$ cat src/rtl/tm_pkg.sv
// Shared build constants plus the index width and bit-vector helpers used by the
// port scheduler and its round-robin arbiter.
`ifndef TM_DEF_SVH
`define TM_DEF_SVH
`define NUM_PORTS   4
`define BYTE_BUS    8
`define HDR_MAX_LEN 4
`define TRUE        1'b1
`define FALSE       1'b0
`endif

package tm_pkg;

  localparam int NUM_PORTS   = `NUM_PORTS;
  localparam int BYTE_BUS    = `BYTE_BUS;
  localparam int HDR_MAX_LEN = `HDR_MAX_LEN;
  localparam int HDR_W       = BYTE_BUS * HDR_MAX_LEN;
  localparam int PORT_W      = $clog2(NUM_PORTS);

  function automatic logic [NUM_PORTS-1:0] onehot(input logic [PORT_W-1:0] idx);
    onehot      = '0;
    onehot[idx] = `TRUE;
  endfunction

  // Bit i of the result is bit (i + amt) mod NUM_PORTS of v.
  function automatic logic [NUM_PORTS-1:0] rotate_right(input logic [NUM_PORTS-1:0] v,
                                                        input logic [PORT_W-1:0]    amt);
    for (int i = 0; i < NUM_PORTS; i++) begin
      rotate_right[i] = v[(i + int'(amt)) % NUM_PORTS];
    end
  endfunction

endpackage

$ cat src/rtl/tm_rr_arbiter.sv
// Combinational round-robin pick: first set request at or after ptr, searching
// cyclically upward.
module tm_rr_arbiter
  import tm_pkg::*;
(
  input  logic [NUM_PORTS-1:0] req,
  input  logic [PORT_W-1:0]    ptr,
  output logic                 gnt_valid,
  output logic [PORT_W-1:0]    gnt_idx,
  output logic [NUM_PORTS-1:0] gnt_onehot
);

  logic [NUM_PORTS-1:0] rot;
  logic [PORT_W-1:0]    offset;

  assign rot = rotate_right(req, ptr);

  always_comb begin
    offset = '0;
    // Descending scan so the lowest set bit of the rotated vector wins.
    for (int i = NUM_PORTS - 1; i >= 0; i--) begin
      if (rot[i]) begin
        offset = PORT_W'(i);
      end
    end
    gnt_valid  = |req;
    gnt_idx    = PORT_W'((int'(offset) + int'(ptr)) % NUM_PORTS);
    gnt_onehot = gnt_valid ? onehot(gnt_idx) : '0;
  end

endmodule

$ cat src/rtl/tm_port_scheduler.sv
// Egress scheduler: header FIFO with per-entry pending port masks; the head is
// replicated one port per cycle in round-robin order, zero-mask headers are counted.
module tm_port_scheduler
  import tm_pkg::*;
#(
  parameter int DEPTH = 4,
  parameter int CNT_W = 32
) (
  input  logic                       clk,
  input  logic                       rst,
  input  logic                       in_valid,
  output logic                       in_ready,
  input  logic [NUM_PORTS-1:0]       in_out_port,
  input  logic [HDR_W-1:0]           in_pkt_hdr,
  input  logic [NUM_PORTS-1:0]       egress_ready,
  output logic                       out_valid,
  output logic [NUM_PORTS-1:0]       out_port,
  output logic [HDR_W-1:0]           out_pkt_hdr,
  output logic [$clog2(DEPTH):0]     occupancy,
  output logic [CNT_W-1:0]           drop_cnt
);

  localparam int AW    = $clog2(DEPTH);
  localparam int PTR_W = AW + 1;

  logic [HDR_W-1:0]     hdr_mem  [DEPTH];
  logic [NUM_PORTS-1:0] pend_mem [DEPTH];

  logic [PTR_W-1:0]     wr_ptr_reg, rd_ptr_reg;
  logic [PORT_W-1:0]    rr_ptr_reg;
  logic                 out_valid_reg;
  logic [NUM_PORTS-1:0] out_port_reg;
  logic [HDR_W-1:0]     out_hdr_reg;
  logic [CNT_W-1:0]     drop_cnt_reg;

  logic [AW-1:0]        wr_idx, rd_idx;
  logic                 empty, full;
  logic [NUM_PORTS-1:0] head_mask, eligible, remaining;
  logic                 gnt_valid;
  logic [PORT_W-1:0]    gnt_idx;
  logic [NUM_PORTS-1:0] gnt_onehot;
  logic                 accept, push, drop, pop;

  assign wr_idx = wr_ptr_reg[AW-1:0];
  assign rd_idx = rd_ptr_reg[AW-1:0];
  assign empty  = (wr_ptr_reg == rd_ptr_reg);
  assign full   = (wr_ptr_reg[AW] != rd_ptr_reg[AW]) && (wr_idx == rd_idx);

  assign head_mask = pend_mem[rd_idx];
  assign eligible  = empty ? '0 : (head_mask & egress_ready);

  tm_rr_arbiter u_arb (
    .req        (eligible),
    .ptr        (rr_ptr_reg),
    .gnt_valid  (gnt_valid),
    .gnt_idx    (gnt_idx),
    .gnt_onehot (gnt_onehot)
  );

  assign remaining = head_mask & ~gnt_onehot;
  assign pop       = gnt_valid && (remaining == '0);
  assign accept    = in_valid && !full;
  assign push      = accept && (in_out_port != '0);
  assign drop      = accept && (in_out_port == '0);

  // Storage carries no reset: validity is defined by the pointers alone.
  // Push and grant never address the same slot (that needs empty or full).
  always_ff @(posedge clk) begin
    if (push) begin
      hdr_mem[wr_idx]  <= in_pkt_hdr;
      pend_mem[wr_idx] <= in_out_port;
    end
    if (gnt_valid) begin
      pend_mem[rd_idx] <= remaining;
    end
  end

  always_ff @(posedge clk or negedge rst) begin
    if (!rst) begin
      wr_ptr_reg    <= '0;
      rd_ptr_reg    <= '0;
      rr_ptr_reg    <= '0;
      out_valid_reg <= 1'b0;
      out_port_reg  <= '0;
      out_hdr_reg   <= '0;
      drop_cnt_reg  <= '0;
    end else begin
      out_valid_reg <= gnt_valid;
      if (gnt_valid) begin
        out_port_reg <= gnt_onehot;
        out_hdr_reg  <= hdr_mem[rd_idx];
        rr_ptr_reg   <= PORT_W'((int'(gnt_idx) + 1) % NUM_PORTS);
      end
      if (push) begin
        wr_ptr_reg <= wr_ptr_reg + 1'b1;
      end
      if (pop) begin
        rd_ptr_reg <= rd_ptr_reg + 1'b1;
      end
      if (drop && (drop_cnt_reg != '1)) begin
        drop_cnt_reg <= drop_cnt_reg + 1'b1;
      end
    end
  end

  assign in_ready    = !full;
  assign out_valid   = out_valid_reg;
  assign out_port    = out_port_reg;
  assign out_pkt_hdr = out_hdr_reg;
  assign occupancy   = wr_ptr_reg - rd_ptr_reg;
  assign drop_cnt    = drop_cnt_reg;

endmodule

$ cat config.mk
export PLATFORM = sky130hd
export DESIGN_NAME = tm_port_scheduler
export DESIGN_NICKNAME = d
export VERILOG_FILES = /design/src/rtl/tm_pkg.sv /design/src/rtl/tm_rr_arbiter.sv /design/src/rtl/tm_port_scheduler.sv
export SDC_FILE = /design/constraint.sdc
export NUM_CORES = 1
export LEC_CHECK = 0
export CORE_MARGIN = 4
export CORE_UTILIZATION = 55
export DETAILED_ROUTE_END_ITERATION = 7
export PLACE_DENSITY = 0.81
export SLEW_MARGIN = 10
export SYNTH_ARGS = -nofsm -noshare
export SYNTH_HDL_FRONTEND = slang
export SYNTH_SLANG_ARGS = --single-unit
export TNS_END_PERCENT = 30
$ cat constraint.sdc
create_clock -name clk -period 4.27 [get_ports clk]
set_input_delay 1.0675 -clock clk [delete_from_list [all_inputs] [get_ports clk]]
set_output_delay 1.0675 -clock clk [all_outputs]
set_load 0.02 [all_outputs]
* After elaboration in Yosys (flattened, before gate mapping) *
Memories as Yosys holds them, arrays and structs flattened. A register that Yosys moved wholly into a read port is not among the register bits.
Index checks and enable logic that the tools add are counted.

storage, ports and cells
  input bits = 43
  output and inout port bits = 73
  memories kept = 2
  RAM bits = 144
  register bits after elaboration = 45
  word-level logic and storage cells = 72

operators by class
  reductions and logical operators = 16
  $lt $le $gt $ge = 6
  bitwise gates (word level) = 6
  equality and inequality tests = 4
  muxes and demuxes = 23
  add/sub/neg operators = 9

memories
  name      words  bits a word  read ports  clocked after memory_dff  wr ports  RTL line                 RTL
  hdr_mem   4      32           1           1                         1         tm_port_scheduler.sv:26  logic [HDR_W-1:0] hdr_mem [DEPTH];
  pend_mem  4      4            1           0                         2         tm_port_scheduler.sv:27  logic [NUM_PORTS-1:0] pend_mem [DEPTH];

operator list
  kind                                                 number
  adder 32 x 1 -> 32 bit (second input constant)       1
  != test 32 bit (second input constant)               1
  < comparator 3 x 4 -> 1 bit (second input constant)  3
  two-way mux 1 bit                                    12
  bitwise AND 4 bit                                    2
  binary-select mux 1 bit (select 2 bit)               4
  zero test 4 bit                                      2
  two-way mux 2 bit                                    4
  two-way mux 4 bit                                    2
  logical AND 1 bit                                    7
  adder 3 x 1 -> 3 bit (second input constant)         2
  < comparator 2 x 3 -> 1 bit (second input constant)  2
  OR reduction 2 bit                                   3
  adder 2 bit (first input constant)                   2
  NOT 4 bit                                            1
  nonzero test 4 bit                                   1
  OR reduction 4 bit                                   1
  bitwise AND 1 bit (first input constant)             3
  equality test 3 bit                                  1
  subtractor 3 bit                                     1
  adder 1 x 2 -> 2 bit (first input constant)          1
  adder 2 x 1 -> 2 bit (second input constant)         1
  adder 2 bit                                          1
  demux 1 bit (select 2 bit)                           1
  4 further kinds                                      5

* Longest topological paths before layout *
  depth in word-level cells = 20
  gate-level depth with buffers = 17
  depth with buffers taken out = 15

* Modules after synthesis *
From an unflattened synthesis, not the netlist that was laid out.

second synthesis, totals
  cell total of the unflattened synthesis = 568
  area total of the unflattened synthesis = 9243.9 um^2

by module, submodules not included
  module             times used  cells each  area an instance (um^2)  sequential area each (um^2)
  tm_port_scheduler  1           531         8953.6                   6251.0
  tm_rr_arbiter      1           37          290.3                    0.0

* Least setup slack after synthesis *
Ideal clock, no wire load.

  path type = reg-to-reg
  start = reg rd_ptr_reg[1]
  end = reg rd_ptr_reg[1]
  setup slack = 0.383 ns
  required time = 4.143 ns
  setup time = 0.127 ns
  period minus slack after synthesis = 3.887 ns
  stages on the path, launching flop included = 15
  data arrival time = 3.759 ns
  path buffers = 2
  cells stage by stage = dfrtp_1 > buf_2 > buf_1 > inv_1 > ha_1 > nand2_1 > o211a_1 > o311a_1 > o21ai_0 > ha_1 > xnor2_1 > xnor2_1 > o31ai_4 > and4_4 > mux2_1

on the way
  longest elaborated chain between the ends = 20
  elaborated cells on any way between the ends = 32
  classes of those cells = add/sub (2); order compare (2); eq/ne (1); mux (19); bitwise (3); reduce/logical (4); memory (1)

RTL lines
  element                                                                                RTL line                 RTL
  from (decl)                                                                            tm_port_scheduler.sv:29  logic [PTR_W-1:0] wr_ptr_reg, rd_ptr_reg;
  from (signal assigned)                                                                 tm_port_scheduler.sv:98  rd_ptr_reg <= rd_ptr_reg + 1'b1;
  memory read (4 x 4 bit)                                                                n/a
  bitwise AND 4 bit                                                                      tm_port_scheduler.sv:50  assign eligible = empty ? '0 : (head_mask & egress_ready);
  two-way mux 4 bit                                                                      tm_port_scheduler.sv:50
  binary-select mux 1 bit (select 2 bit)                                                 tm_pkg.sv:29             rotate_right[i] = v[(i + int'(amt)) % NUM_PORTS];
  two-way mux 1 bit (implied by the code) (2 in a row)                                   tm_pkg.sv:29
  two-way mux 2 bit (4 in a row)                                                         tm_rr_arbiter.sv:22      if (rot[i]) begin
  adder 2 bit                                                                            tm_rr_arbiter.sv:27      gnt_idx = PORT_W'((int'(offset) + int'(ptr)) % NUM_PORTS);
  < comparator 2 x 3 -> 1 bit (no line) or >= comparator 2 x 1 -> 1 bit (tied branches)  n/a
  logical AND 1 bit (no line)                                                            n/a
  two-way mux 1 bit (no line)                                                            n/a
  demux 1 bit (select 2 bit) (no line)                                                   n/a
  two-way mux 4 bit                                                                      tm_rr_arbiter.sv:28      gnt_onehot = gnt_valid ? onehot(gnt_idx) : '0;
  NOT 4 bit                                                                              tm_port_scheduler.sv:60  assign remaining = head_mask & ~gnt_onehot;
  bitwise AND 4 bit                                                                      tm_port_scheduler.sv:60
  zero test 4 bit                                                                        tm_port_scheduler.sv:61  assign pop = gnt_valid && (remaining == '0);
  logical AND 1 bit                                                                      tm_port_scheduler.sv:61

Several ways; a longest one is shown, not always the timed one. The select of a mux whose other input is x is not followed.
A chain may end at the register's enable or synchronous reset.

* Worst setup path after layout *
  start = reg wr_ptr_reg[0]
  end = reg rd_ptr_reg[1]

on the way
  longest elaborated chain between the ends = 19
  elaborated cells on any way between the ends = 29
  classes of those cells = add/sub (1); order compare (2); eq/ne (1); mux (19); bitwise (2); reduce/logical (4)

RTL lines
  element                                                                                RTL line                 RTL
  from (decl)                                                                            tm_port_scheduler.sv:29
  from (signal assigned)                                                                 tm_port_scheduler.sv:95  wr_ptr_reg <= wr_ptr_reg + 1'b1;
  equality test 3 bit (*)                                                                tm_port_scheduler.sv:46  assign empty = (wr_ptr_reg == rd_ptr_reg);
  two-way mux 4 bit (*)                                                                  tm_port_scheduler.sv:50
  binary-select mux 1 bit (select 2 bit)                                                 tm_pkg.sv:29
  two-way mux 1 bit (implied by the code) (2 in a row)                                   tm_pkg.sv:29
  two-way mux 2 bit (4 in a row)                                                         tm_rr_arbiter.sv:22
  adder 2 bit                                                                            tm_rr_arbiter.sv:27
  < comparator 2 x 3 -> 1 bit (no line) or >= comparator 2 x 1 -> 1 bit (tied branches)  n/a
  logical AND 1 bit (no line)                                                            n/a
  two-way mux 1 bit (no line)                                                            n/a
  demux 1 bit (select 2 bit) (no line)                                                   n/a
  two-way mux 4 bit                                                                      tm_rr_arbiter.sv:28
  NOT 4 bit                                                                              tm_port_scheduler.sv:60
  bitwise AND 4 bit                                                                      tm_port_scheduler.sv:60
  zero test 4 bit                                                                        tm_port_scheduler.sv:61
  logical AND 1 bit (*)                                                                  tm_port_scheduler.sv:61

Mark *: on every way between the ends. The rest lies on a longest branch, timed or not. The select of a mux whose other input is x is not followed.

==> results.py <==
metrics = {
    "outcome": {
        "status": "finished, final reports clean",
    },
    "synthesis": {
        "syn_inst": 605,
        "ys_ff_latch": 221,
        "synth_nets": 662,
        "synth_ff_type": "edfxtp_1",
        "syn-cell-area_sq_mm": 0.00902,
        "syn_area_per_cell_sq_um": 14.9,
        "async_reset_ff_share_pct": 34.8,
        "synth.distinct_cells": 45,
        "synth_edf_count": 144,
        "ys_warn_count": 0,
        "ys_seq_area_share_pct": 69.3,
    },
    "worst_setup_path": {
        "critPathMaxFanout": 7,
        "path_cells": "inv_1 > ha_1 > nand2_1 > o211a_1 > o311a_1 > o21ai_0 > ha_1 > nor3_1 > mux2i_1 > a22oi_1 > and4_4 > mux2_1",
        "end_kind": "register",
        "worstPathArrival_ns": 4.25,
        "cp_common_cell": "ha_1",
        "cp_num_cells": 12,
        "worst-path-buf-inv": 1,
        "ff2ff_path_depth": 12,
        "cp.required_ns": 4.65,
        "cp_slowest_cell": "dfrtp_1",
        "cp_slowest_stage_delay_ns": 0.39,
        "path_class": "reg2reg",
        "cp_top_family": "compound AO/OA/AOI/OAI gates",
        "critPathLaunchType": "register",
    },
    "clocking": {
        "htreeDepth": 1,
        "cts_tree": "done",
        "cts_hold_buffers": 0,
        "cts_resized": 0,
        "clock_path_buffers": 3,
        "cts_sinks": 221,
        "clkTransAtPathRegs_ns": 0.06,
        "clock_latency_ns": 0.52,
        "cts_buffers": 24,
        "cts-root-buf": "clkbuf_16",
        "postCtsSetupBuffers": 0,
    },
    "cells_and_area": {
        "drive_gt1_share_pct": 12.7,
        "num_antenna_cells": 0,
        "largest_reg_flops": 128,
        "utilization_pct": 71.0,
        "final_common_cell": "nand2_1",
        "fillers": 1051,
        "final_cell_mix": "154 x nand2_1, 144 x edfxtp_1, 114 x clkdlybuf4s50_1",
        "regArea_sq_mm": 0.00625,
        "nNetsFinal": 795,
        "flow.area_growth_from_synthesis_pct": 25.9,
        "multiInputGateArea_sq_mm": 0.00264,
    },
    "pwr": {
        "p_leak_nw": 4.47,
        "power_density_mw_per_mm2": 819,
        "total_power_mw": 9.31,
        "ir_worst_vdd_mv": 0.532,
    },
    "sta": {
        "finalHoldViolations": 0,
        "final_max_slew_viol_count": 0,
        "rsz0062_at_grt": "no",
        "layout_setup_ws_ns": 0.398,
        "clock_skew_ns": 0.0218,
        "min_period_ns": 3.87,
        "fmax_mhz": 258,
        "setup_tns_ns": 0,
        "setup_violations": 0,
        "tightestPinTransition_ns": 1.02,
        "max_slew_margin_pct": 31.8,
        "period_share_pct": 90.7,
    },
    "worst_hold_path": {
        "hold_depth": 2,
        "holdCritPathClass": "reg2reg",
    },
    "floorplan": {
        "fp.dieH_um": 136,
        "fp.dieArea_sq_mm": 0.0185,
        "boundaryPins": 116,
        "start_util_pct": 56.4,
        "rows": 46,
        "dieWidth_um": 136,
        "core_sq_mm": 0.0160,
    },
    "placement": {
        "numPortBuffers": 115,
        "gp_congestion": 0.882,
        "pre_cts_ws_ns": 0.152,
        "dpl.hpwl_um": 12200,
    },
    "routing": {
        "drt_iter0_drc": 401,
        "vias": 5510,
        "viasPerCell": 5.67,
        "wl_per_cell_um": 19.5,
        "finalWirelength_um": 19000,
        "drc": 0,
        "drtPass1Iterations": 5,
        "antenna_left": 0,
    },
    "global_route": {
        "grt_pass1_wl_um": 30000,
        "grt_use_total_pct": 20.8,
        "grt_antenna_before_repair": 0,
        "overflow": 0,
        "grt_pass1_vias": 5711,
        "grt_max_degree": 78,
    },
    "run": {
        "cap_viol_max_count": 0,
    },
}
-- worst register-to-register path, cell delays in order (launching register included) --
cell and delay (ns):
dfrtp_1 0.39, inv_1 0.12, ha_1 0.33, nand2_1 0.23
o211a_1 0.35, o311a_1 0.35, o21ai_0 0.29, ha_1 0.36
nor3_1 0.28, mux2i_1 0.18, a22oi_1 0.29, and4_4 0.28
mux2_1 0.32
-- worst paths after layout --
kind / from / end / slack [ns]
max in group asynchronous: rst / rd_ptr_reg[0]$_DFFE_PN0P_ / 2.82
setup / recovery: wr_ptr_reg[0]$_DFFE_PN0P_ / rd_ptr_reg[1]$_DFFE_PN0P_ / 0.40
setup reg to reg: wr_ptr_reg[0]$_DFFE_PN0P_ / rd_ptr_reg[1]$_DFFE_PN0P_ / 0.40
min in group asynchronous: rst / rr_ptr_reg[0]$_DFFE_PN0N_ / 0.73
hold reg to reg: out_pkt_hdr[2]$_DFFE_PN0N_ / out_pkt_hdr[2]$_DFFE_PN0N_ / 0.47
hold / removal: out_pkt_hdr[2]$_DFFE_PN0N_ / out_pkt_hdr[2]$_DFFE_PN0N_ / 0.47
-- cells in the mapped netlist, types with 2 or more instances --
cell	instances	area (sq um)
and2_1	10	62.6
o211a_1	2	20.0
xor2_1	9	78.8
nand2_1	154	578
ha_1	13	163
nor3_1	4	20.0
o211ai_1	3	22.5
nand4_1	5	31.3
nor4_1	2	12.5
o21ai_0	18	90.1
and3_1	9	56.3
clkbuf_1	13	48.8
a21oi_1	2	10.0
nor2_1	9	33.8
edfxtp_1	144	4320
xnor2_1	30	263
o31ai_1	2	15.0
mux4_2	36	811
mux2i_1	3	30.0
buf_1	3	11.3
and4_1	5	43.8
inv_1	14	52.6
a41oi_1	3	26.3
dfrtp_1	77	1930
nand3_1	15	75.1
-- layer usage --
metal	wire (um)	global-route usage (%)	share of wire [%]
met3	1470	4.66	7.8
met1	7590	27.3	40
met5	0	0	0
met2	9550	35.4	50
met4	376	5.66	2.0
-- cells by family (layout without fill, tap and decap cells) --
logic type | Yosys count | in the layout | share of synthesized area [%]
AO/OA/AOI/OAI | 39 | 39 | 3.24
XOR/XNOR | 40 | 40 | 3.97
adder cells (fa/ha/maj) | 14 | 14 | 2.02
buffers and inverters | 34 | 185 | 1.52
flip-flops | 221 | 221 | 69.3
multiplexers | 41 | 41 | 9.57
AND/OR/NAND/NOR | 216 | 216 | 10.4
-- report_power, final --
group | total (mW) | internal [mW] | switching (mW)
sequential | 3.23 | 2.98 | 0.256
combinational | 3.84 | 1.50 | 2.34
clock | 2.23 | 1.40 | 0.838
-- metrics by stage --
stage | cells | hold WS [ns] | area [sq um]
CTS | 972 | 0.477 | 11400
finish | 972 | 0.472 | 11400
detailed placement | 928 | 0.458 | 10500
global route | 972 | 0.490 | 11400
floorplan | 605 | 0.497 | 9020
global placement | 928 | 0.452 | 10500
-- layout make-up --
| class | instances | share of cell area, % |
|---|---|---|
| Multi-Input combinational cell | 350 | 23.2 |
| Inverter | 15 | 0.495 |
| Clock buffer | 29 | 5.73 |
| Sequential cell | 221 | 55.0 |
| Clock inverter | 15 | 1.97 |
| Tap cell | 216 | 2.38 |
| Timing Repair Buffer | 126 | 11.2 |
(Power assumes the default switching activity.)
